$ cat src/rtl/pc_pkg.sv
// rtl/pc_pkg.sv - op encodings and default parameters for the program counter with return-address stack
package pc_pkg;

  typedef enum logic [2:0] {
    OP_HOLD       = 3'd0,
    OP_NEXT       = 3'd1,
    OP_LOAD       = 3'd2,
    OP_BRANCH_REL = 3'd3,
    OP_CALL       = 3'd4,
    OP_RET        = 3'd5
  } op_e;

  localparam int DEF_WORD_SIZE    = 16;
  localparam int DEF_OFFSET_SIZE  = 8;
  localparam int DEF_RAS_DEPTH    = 4;
  localparam int DEF_RESET_VECTOR = 0;
  localparam int DEF_INC          = 1;

endpackage

$ cat src/rtl/pc_ras_stack.sv
// rtl/pc_ras_stack.sv - circular return-address stack; a push when full overwrites the oldest entry
module pc_ras_stack #(
  parameter int WIDTH = 16,
  parameter int DEPTH = 4
) (
  input  logic                     clk,
  input  logic                     rst,
  input  logic                     push,
  input  logic                     pop,
  input  logic [WIDTH-1:0]         push_data,
  output logic [WIDTH-1:0]         pop_data,
  output logic [$clog2(DEPTH):0]   count
);

  localparam int PW = $clog2(DEPTH);
  localparam int CW = PW + 1;

  logic [WIDTH-1:0] r_mem [DEPTH];
  logic [PW-1:0]    r_top;
  logic [CW-1:0]    r_count;
  logic [PW-1:0]    w_rd_ptr;

  // r_top is the next write slot; when full it also points at the oldest entry
  assign w_rd_ptr = r_top - PW'(1);
  assign pop_data = r_mem[w_rd_ptr];
  assign count    = r_count;

  always_ff @(posedge clk or negedge rst) begin
    if (!rst) begin
      for (int i = 0; i < DEPTH; i++) r_mem[i] <= '0;
      r_top   <= '0;
      r_count <= '0;
    end else if (push) begin
      r_mem[r_top] <= push_data;
      r_top        <= r_top + PW'(1);
      if (r_count != CW'(DEPTH)) r_count <= r_count + CW'(1);
    end else if (pop && (r_count != '0)) begin
      r_top   <= w_rd_ptr;
      r_count <= r_count - CW'(1);
    end
  end

endmodule

$ cat src/rtl/pc_ras.sv
// rtl/pc_ras.sv - program counter with next-pc mux, relative branches, call/return stack and sticky stack errors
module pc_ras
  import pc_pkg::*;
#(
  parameter int WORD_SIZE    = DEF_WORD_SIZE,
  parameter int OFFSET_SIZE  = DEF_OFFSET_SIZE,
  parameter int RAS_DEPTH    = DEF_RAS_DEPTH,
  parameter int RESET_VECTOR = DEF_RESET_VECTOR,
  parameter int INC          = DEF_INC
) (
  input  logic                         clk,
  input  logic                         rst,
  input  logic                         en,
  input  logic [2:0]                   op,
  input  logic                         cond,
  input  logic [WORD_SIZE-1:0]         data_in,
  input  logic [OFFSET_SIZE-1:0]       offset,
  input  logic                         err_clr,
  output logic [WORD_SIZE-1:0]         pc_counter,
  output logic [$clog2(RAS_DEPTH):0]   ras_count,
  output logic                         ras_full,
  output logic                         ras_empty,
  output logic                         err_overflow,
  output logic                         err_underflow
);

  localparam int CW = $clog2(RAS_DEPTH) + 1;

  logic [WORD_SIZE-1:0] r_pc;
  logic                 r_err_ovf;
  logic                 r_err_unf;

  logic [WORD_SIZE-1:0] w_seq;
  logic [WORD_SIZE-1:0] w_off;
  logic [WORD_SIZE-1:0] w_next;
  logic [WORD_SIZE-1:0] w_pop_data;
  logic                 w_push;
  logic                 w_pop;
  logic                 w_ovf_evt;
  logic                 w_unf_evt;

  assign w_seq = r_pc + WORD_SIZE'(INC);
  assign w_off = {{(WORD_SIZE-OFFSET_SIZE){offset[OFFSET_SIZE-1]}}, offset};

  assign ras_full      = (ras_count == CW'(RAS_DEPTH));
  assign ras_empty     = (ras_count == '0);
  assign pc_counter    = r_pc;
  assign err_overflow  = r_err_ovf;
  assign err_underflow = r_err_unf;

  always_comb begin
    w_next    = r_pc;
    w_push    = 1'b0;
    w_pop     = 1'b0;
    w_ovf_evt = 1'b0;
    w_unf_evt = 1'b0;
    if (en) begin
      case (op_e'(op))
        OP_NEXT:       w_next = w_seq;
        OP_LOAD:       w_next = data_in;
        OP_BRANCH_REL: w_next = cond ? (r_pc + w_off) : w_seq;
        OP_CALL: begin
          w_next    = data_in;
          w_push    = 1'b1;
          w_ovf_evt = ras_full;
        end
        OP_RET: begin
          if (ras_empty) begin
            w_next    = w_seq;
            w_unf_evt = 1'b1;
          end else begin
            w_next = w_pop_data;
            w_pop  = 1'b1;
          end
        end
        default: w_next = r_pc;
      endcase
    end
  end

  // err_clr acts even while stalled; a same-cycle error event keeps the flag set
  always_ff @(posedge clk or negedge rst) begin
    if (!rst) begin
      r_pc      <= WORD_SIZE'(RESET_VECTOR);
      r_err_ovf <= 1'b0;
      r_err_unf <= 1'b0;
    end else begin
      r_pc      <= w_next;
      r_err_ovf <= w_ovf_evt | (r_err_ovf & ~err_clr);
      r_err_unf <= w_unf_evt | (r_err_unf & ~err_clr);
    end
  end

  pc_ras_stack #(
    .WIDTH (WORD_SIZE),
    .DEPTH (RAS_DEPTH)
  ) u_stack (
    .clk       (clk),
    .rst       (rst),
    .push      (w_push),
    .pop       (w_pop),
    .push_data (w_seq),
    .pop_data  (w_pop_data),
    .count     (ras_count)
  );

endmodule

$ cat config.mk
export PLATFORM = sky130hd
export DESIGN_NAME = pc_ras
export DESIGN_NICKNAME = d
export VERILOG_FILES = /design/src/rtl/pc_pkg.sv /design/src/rtl/pc_ras_stack.sv /design/src/rtl/pc_ras.sv
export SDC_FILE = /design/constraint.sdc
export NUM_CORES = 1
export LEC_CHECK = 0
export ABC_AREA = 0
export BUFFER_PORTS_ARGS = -buffer_cell sky130_fd_sc_hd__clkbuf_2
export CAP_MARGIN = 15
export CORE_MARGIN = 3
export CORE_UTILIZATION = 54
export CTS_CLUSTER_SIZE = 20
export DETAILED_ROUTE_END_ITERATION = 10
export GPL_ROUTABILITY_DRIVEN = 0
export PLACE_DENSITY = 0.74
export SYNTH_ARGS = -nofsm -noshare
export SYNTH_HDL_FRONTEND = slang
export SYNTH_HIERARCHICAL = 1
export SYNTH_SLANG_ARGS = --single-unit
$ cat constraint.sdc
create_clock -name clk -period 2.35 [get_ports clk]
set_input_delay 0.47 -clock clk [delete_from_list [all_inputs] [get_ports clk]]
set_output_delay 0.47 -clock clk [all_outputs]
set_load 0.01 [all_outputs]
# Yosys cells after proc, flatten, opt, wreduce, memory -nomap -nowiden
# Index checks and enable logic that the tools add are counted.
[word_totals] reg_bits=87 inputBits=32
[op_classes] order_cmp=3 bitwise=7 add_sub_neg=6 muxes=24 eq_ne=8 n_reduce_logical=9
[ops] cell="2-to-1 mux 16 bit" count=5
[ops] cell="bitwise mux 64 bit" count=1
[ops] cell="one-hot mux 16 bit (4 select lines)" count=1
[ops] cell="binary-select mux 16 bit (select 2 bit)" count=1
[ops] cell="demux 16 bit (select 2 bit)" count=1
[ops] cell="adder 16 x 1 -> 16 bit, second input constant" count=1
[ops] cell="adder 16 bit" count=1
[ops] cell="2-to-1 mux 1 bit" count=10
[ops] cell="== test 3 bit, second input constant" count=3
[ops] cell="2-to-1 mux 3 bit" count=3
[ops] cell="== test 3 x 2 -> 1 bit, second input constant" count=2
[ops] cell="greater-or-equal comparator 3 bit, second input constant" count=2
[ops] cell="inverter 2 -> 3 bit" count=2
[ops] cell="2-to-1 mux 2 bit" count=2
[ops] cell="AND reduction 2 bit" count=2
[ops] cell="nonzero test 4 bit" count=1
[ops] cell="adder 3 x 1 -> 3 bit, second input constant" count=1
[ops] cell="== test 3 x 1 -> 1 bit, second input constant" count=1
[ops] cell="logical NOT 3 bit" count=1
[ops] cell="less-than comparator 3 x 1 -> 1 bit, second input constant" count=1
[ops] cell="inequality test 3 bit, second input constant" count=1
[ops] cell="nonzero test 3 bit" count=1
[ops] cell="subtractor 3 x 1 -> 3 bit, second input constant" count=1
[ops] cell="adder 2 x 1 -> 2 bit, second input constant" count=1
[ops] cell="other kinds (8)" count=11

# Logic depth before layout (Yosys ltp)
[logic_depth] depth_word=7 mapped_depth=11

# Modules after synthesis
# The synthesis kept the hierarchy.
[by_module_without_submodules] module="pc_ras_stack" cells_each=192 area_each_um2=3422.0 seq_area_each_um2=1726.7 n_inst=1
[by_module_without_submodules] module="pc_ras" cells_each=274 area_each_um2=2323.5 seq_area_each_um2=450.4 n_inst=1

# Worst setup path before layout
# OpenSTA, ideal clock, no wires.
[synth_path] kind="flip-flop to flip-flop" startpoint="register u_stack.r_top[0]" endpoint="register r_pc[4], in the netlist pc_counter[4]" path_slack_ps=-38 stages_incl_launch_ff=12 period_less_slack_ps=2388 n_path_buf=4 arrival_time_ps=2272 t_required_ps=2234 path_cell_list="dfrtp_1 buf_6 buf_12 inv_1 ha_1 buf_2 buf_2 mux4_2 a221o_1 a21oi_1 o31a_1 nor2_1"
[synth_via] elab_chain_cells=7
[synth_lines] element="from (decl)" line="pc_ras_stack.sv:19" source="logic [PW-1:0] r_top;"
[synth_lines] element="from (signal assigned)" line="pc_ras_stack.sv:35" source="r_top <= r_top + PW'(1);"
[synth_lines] element="from (signal assigned)" line="pc_ras_stack.sv:38" source="r_top <= w_rd_ptr;"
[synth_lines] element="subtractor 2 x 1 -> 2 bit" line="pc_ras_stack.sv:24" source="assign w_rd_ptr = r_top - PW'(1);"
[synth_lines] element="via u_stack.w_rd_ptr[0]" line="pc_ras_stack.sv:21" source="logic [PW-1:0] w_rd_ptr;"
[synth_lines] element="inverter 2 -> 3 bit (not written as such)" line="pc_ras_stack.sv:25" source="assign pop_data = r_mem[w_rd_ptr];"
[synth_lines] element="binary-select mux 16 bit (select 2 bit)" line="pc_ras_stack.sv:25"
[synth_lines] element="2-to-1 mux 16 bit (not written as such) (2 in a row)" line="pc_ras_stack.sv:25"
[synth_lines] element="via w_pop_data[4]" line="pc_ras.sv:36" source="logic [WORD_SIZE-1:0] w_pop_data;"
[synth_lines] element="2-to-1 mux 16 bit" line="pc_ras.sv:68" source="if (ras_empty) begin"
[synth_lines] element="one-hot mux 16 bit (4 select lines)" line="pc_ras.sv:58" source="case (op_e'(op))"
[synth_lines] element="to (signal assigned)" line="pc_ras.sv:84" source="r_pc <= WORD_SIZE'(RESET_VECTOR);"
[synth_lines] element="to (signal assigned)" line="pc_ras.sv:88" source="r_pc <= w_next;"
[synth_lines] element="to (decl)" line="pc_ras.sv:29" source="logic [WORD_SIZE-1:0] r_pc;"
# The timed path passes the listed nets, and every way through them passes these cells. The select of a mux whose other input is x is not followed.
# A chain may end at the register's enable or synchronous reset.

# Worst setup path in the final report
[layout_path] startpoint="register r_pc[0], in the netlist pc_counter[0]" endpoint="register r_pc[12], in the netlist pc_counter[12]"
[layout_via] elab_chain_cells=3 word_cells_on_any_way=5 cone_classes="2 x add/sub; 3 x mux"
[layout_lines] element="adder 16 x 1 -> 16 bit / adder 16 bit (equally long branches)" line="pc_ras.sv:42, pc_ras.sv:61"
[layout_lines] element="2-to-1 mux 16 bit (on tied branches)" line="pc_ras.sv:68, pc_ras.sv:61"
[layout_lines] element="one-hot mux 16 bit (4 select lines) (*)" line="pc_ras.sv:58"
# Mark *: on every way between the ends. The rest lies on a longest branch, timed or not.

==> results.toml <==
[floorplanning]
die_h_microns = 109
die_area_sq_um = 11900
die_w_microns = 109
core_area_sq_um = 10300
initial_core_util_pct = 55.7
placementRows = 37
pin_count = 55

[grt]
top_usage_layer = "met2"
grtUsageMet2_pct = 39.0
grt_util_met1_pct = 32.2
grt_pass1_wl_mm = 21.5
grt_max_degree = 39
grt_pass1_vias = 4185
groute.usage.overall_pct = 23.5
overflow = 0
antenna_found_initial = 0
met3_usage_pct = 3.73

[sta]
max_freq_mhz = 444
slew_headroom_pct = 62.4
hold_viol_final = 0
clock_skew_ns = 0.0174
setup_tns_ns = 0
finalWorstSetupSlack_ns = 0.0984
setup_viol = 0
tightest_slew_ns = 0.559
holdWs_ns = 0.0679
rsz0062_at_grt = "no"
finalCritPeriodShare_pct = 95.8
finalMaxSlewViolations = 0
period_needed_ns = 2.25

[run_status]
status = "completed"

[cts]
clock_latency_ns = 0.36
post_cts_resized = 0
clockRootBuffer = "clkbuf_8"
clockBufferDepth = 2
cts_tree = "built"
cts_sinks = 87
cts_hold_buf = 0
path_clk_slew_ns = 0.10
htreeDepth = 3
numCtsBuffers = 9
post_cts_buffers = 0

[route]
wl_mm = 13.3
routed_via_density = 6.20
via_count = 4204
drtAntennaViolNets = 0
drt_iter0_markers = 329
avgRoutedWirePerCell_microns = 19.6
drcViolationCount = 0
drtPass1Iterations = 5

[placement]
portBuffers = 54
dp_slack_ns = -0.0695
dp.cells = 663
hpwl_mm = 9.62
post_dp_cell_area_sq_um = 6220

[final_layout]
stdcell_area_sq_um = 6390
diodes = 0
final_core_util_pct = 61.9
finalNonFillerCells = 678
final_nets = 592
area_growth_pct = 11.2
drive_gt1_share_pct = 38.2

[job]
max-cap-violations = 0

[yosys]
syn_area_sq_um = 5750
ys_types = 78
synth_nets = 520
synth_edf_count = 0
async_reset_ff_share_pct = 100
syn_area_per_cell_sq_um = 12.3
synth_area_leaders = "dfrtp_1 38%, mux2_4 10%, mux4_2 5.1%"
yosysSeqAreaShare_pct = 37.9
synthFlopType = "dfrtp_1"
yosysWarnings = 6
synth_top_cell_by_area = "dfrtp_1"
syn-instance-count = 466
synth_top_area_share_pct = 37.9
ys_ff_latch = 87

[power_and_ir_drop]
leakage_nw = 3.00
power.total_mw = 7.32
cellPowerDensity_nw_per_um2 = 1150
vdd_drop_max_mv = 0.642

[critical_path]
cp.required_ns = 2.65
cp_max_fo = 5
cp-end-kind = "flip-flop"
path_class = "flip-flop to flip-flop"
start_kind = "flip-flop"
arrival_ns = 2.55

[min_path]
holdCritPathClass = "primary input to async pin"
[critical path, cell delays in order, from the launching register on]
cell       delay [ns]
dfrtp_1          0.40
ha_1             0.21
fa_1             0.41
a211oi_2         0.26
o21ai_2          0.14
nand3_1          0.10
nand4bb_1        0.14
a2111o_1         0.44
nand2_1          0.08
[logic make-up (layout without fill, tap and decap cells)]
family | count (synthesis) | count (layout) | synth area share [%]
AOI/OAI and AO/OA | 107 | 107 | 14.2
xor gates and xnor gates | 22 | 22 | 3.48
adders and majority gates | 22 | 22 | 5.05
buffers and inverters | 32 | 108 | 4.77
DFF | 87 | 87 | 37.9
muxes | 82 | 82 | 22.3
and+or+nand+nor | 114 | 114 | 12.3
[synth_stat cells (5+ instances only)]
master and number:
nand2b_1 6, and3_1 6, buf_2 9, dfrtp_1 87, nand3_1 10, nand4_1 6
mux2_4 40, nand2_1 23, a31oi_1 6, ha_1 20, a21oi_1 19, a221o_1 7
inv_1 8, o21a_1 5, nor2_1 25, a221oi_1 6, mux4_2 13, mux2_2 24
buf_12 6, xnor2_1 10, o21ai_1 5, o21ai_0 10, xor2_1 11, a21o_1 11
[placed cells by master (no fill, tap or decap), types with 5 or more instances in the layout]
cell type,synthesis,final
xor2_1,11,11
nand4_1,6,6
ha_1,20,20
o21a_1,5,5
nand3_1,10,10
mux4_2,13,13
buf_4,2,28
a21oi_1,19,19
and3_1,6,6
nand2_1,23,23
xnor2_1,10,10
o21ai_1,5,5
inv_1,8,8
a221o_1,7,7
mux2_2,24,24
clkbuf_2,0,53
o21ai_0,10,10
nor2_1,25,24
nand2b_1,6,6
a221oi_1,6,6
a31oi_1,6,6
mux2_4,40,40
clkbuf_8,0,9
a21o_1,11,11
dfrtp_1,87,87
[report_power, final]
| group | switching, mW | internal, mW | leakage (nW) |
|---|---|---|---|
| Sequential | 0.455 | 2.13 | 1.08 |
| Combinational | 1.81 | 1.99 | 1.84 |
| Clock | 0.555 | 0.386 | 0.0821 |
| Total | 2.82 | 4.50 | 3.00 |
[per-layer routing]
layer / vias up / routed length, microns / share of wire (%)
met5: - / 0 / 0
met4: 0 / 152 / 1.1
met3: 10 / 540 / 4.1
met2: 125 / 6690 / 50
met1: 2149 / 5930 / 45
li1: 1920 / - / -
[layout make-up]
class                      count  area, sq um
clock buffer                   9          124
clock inverter                 6         46.3
fill                         822         3930
inverter                       9         41.3
multi-input combinational    347         3300
sequential                    87         2180
tap                          136          170
timing repair buffer          84          536
[state kept, by name, indices dropped and copies added, names as in the netlist]
signal / count
u_stack/r_mem: 64
u_stack/r_top: 2
err_underflow: 1
err_overflow: 1
u_stack/count: 3
pc_counter: 16
[final timing paths]
path | slack [ns] | cells after the start | end | start
min reg2reg | 0.50 | 1 | u_stack/r_mem[26] | u_stack/r_mem[26]
max reg2reg | 0.1 | 8 | pc_counter[12] | pc_counter[0]
min in group clk | 0.43 | 3 | err_underflow | err_clr
max in group asynchronous | 1.67 | 2 | u_stack/r_mem[45] | rst
max | 0.1 | 8 | pc_counter[12] | pc_counter[0]
min | 0.07 | 1 | pc_counter[3] | rst
Note: power is estimated with default switching activity, not from simulation.
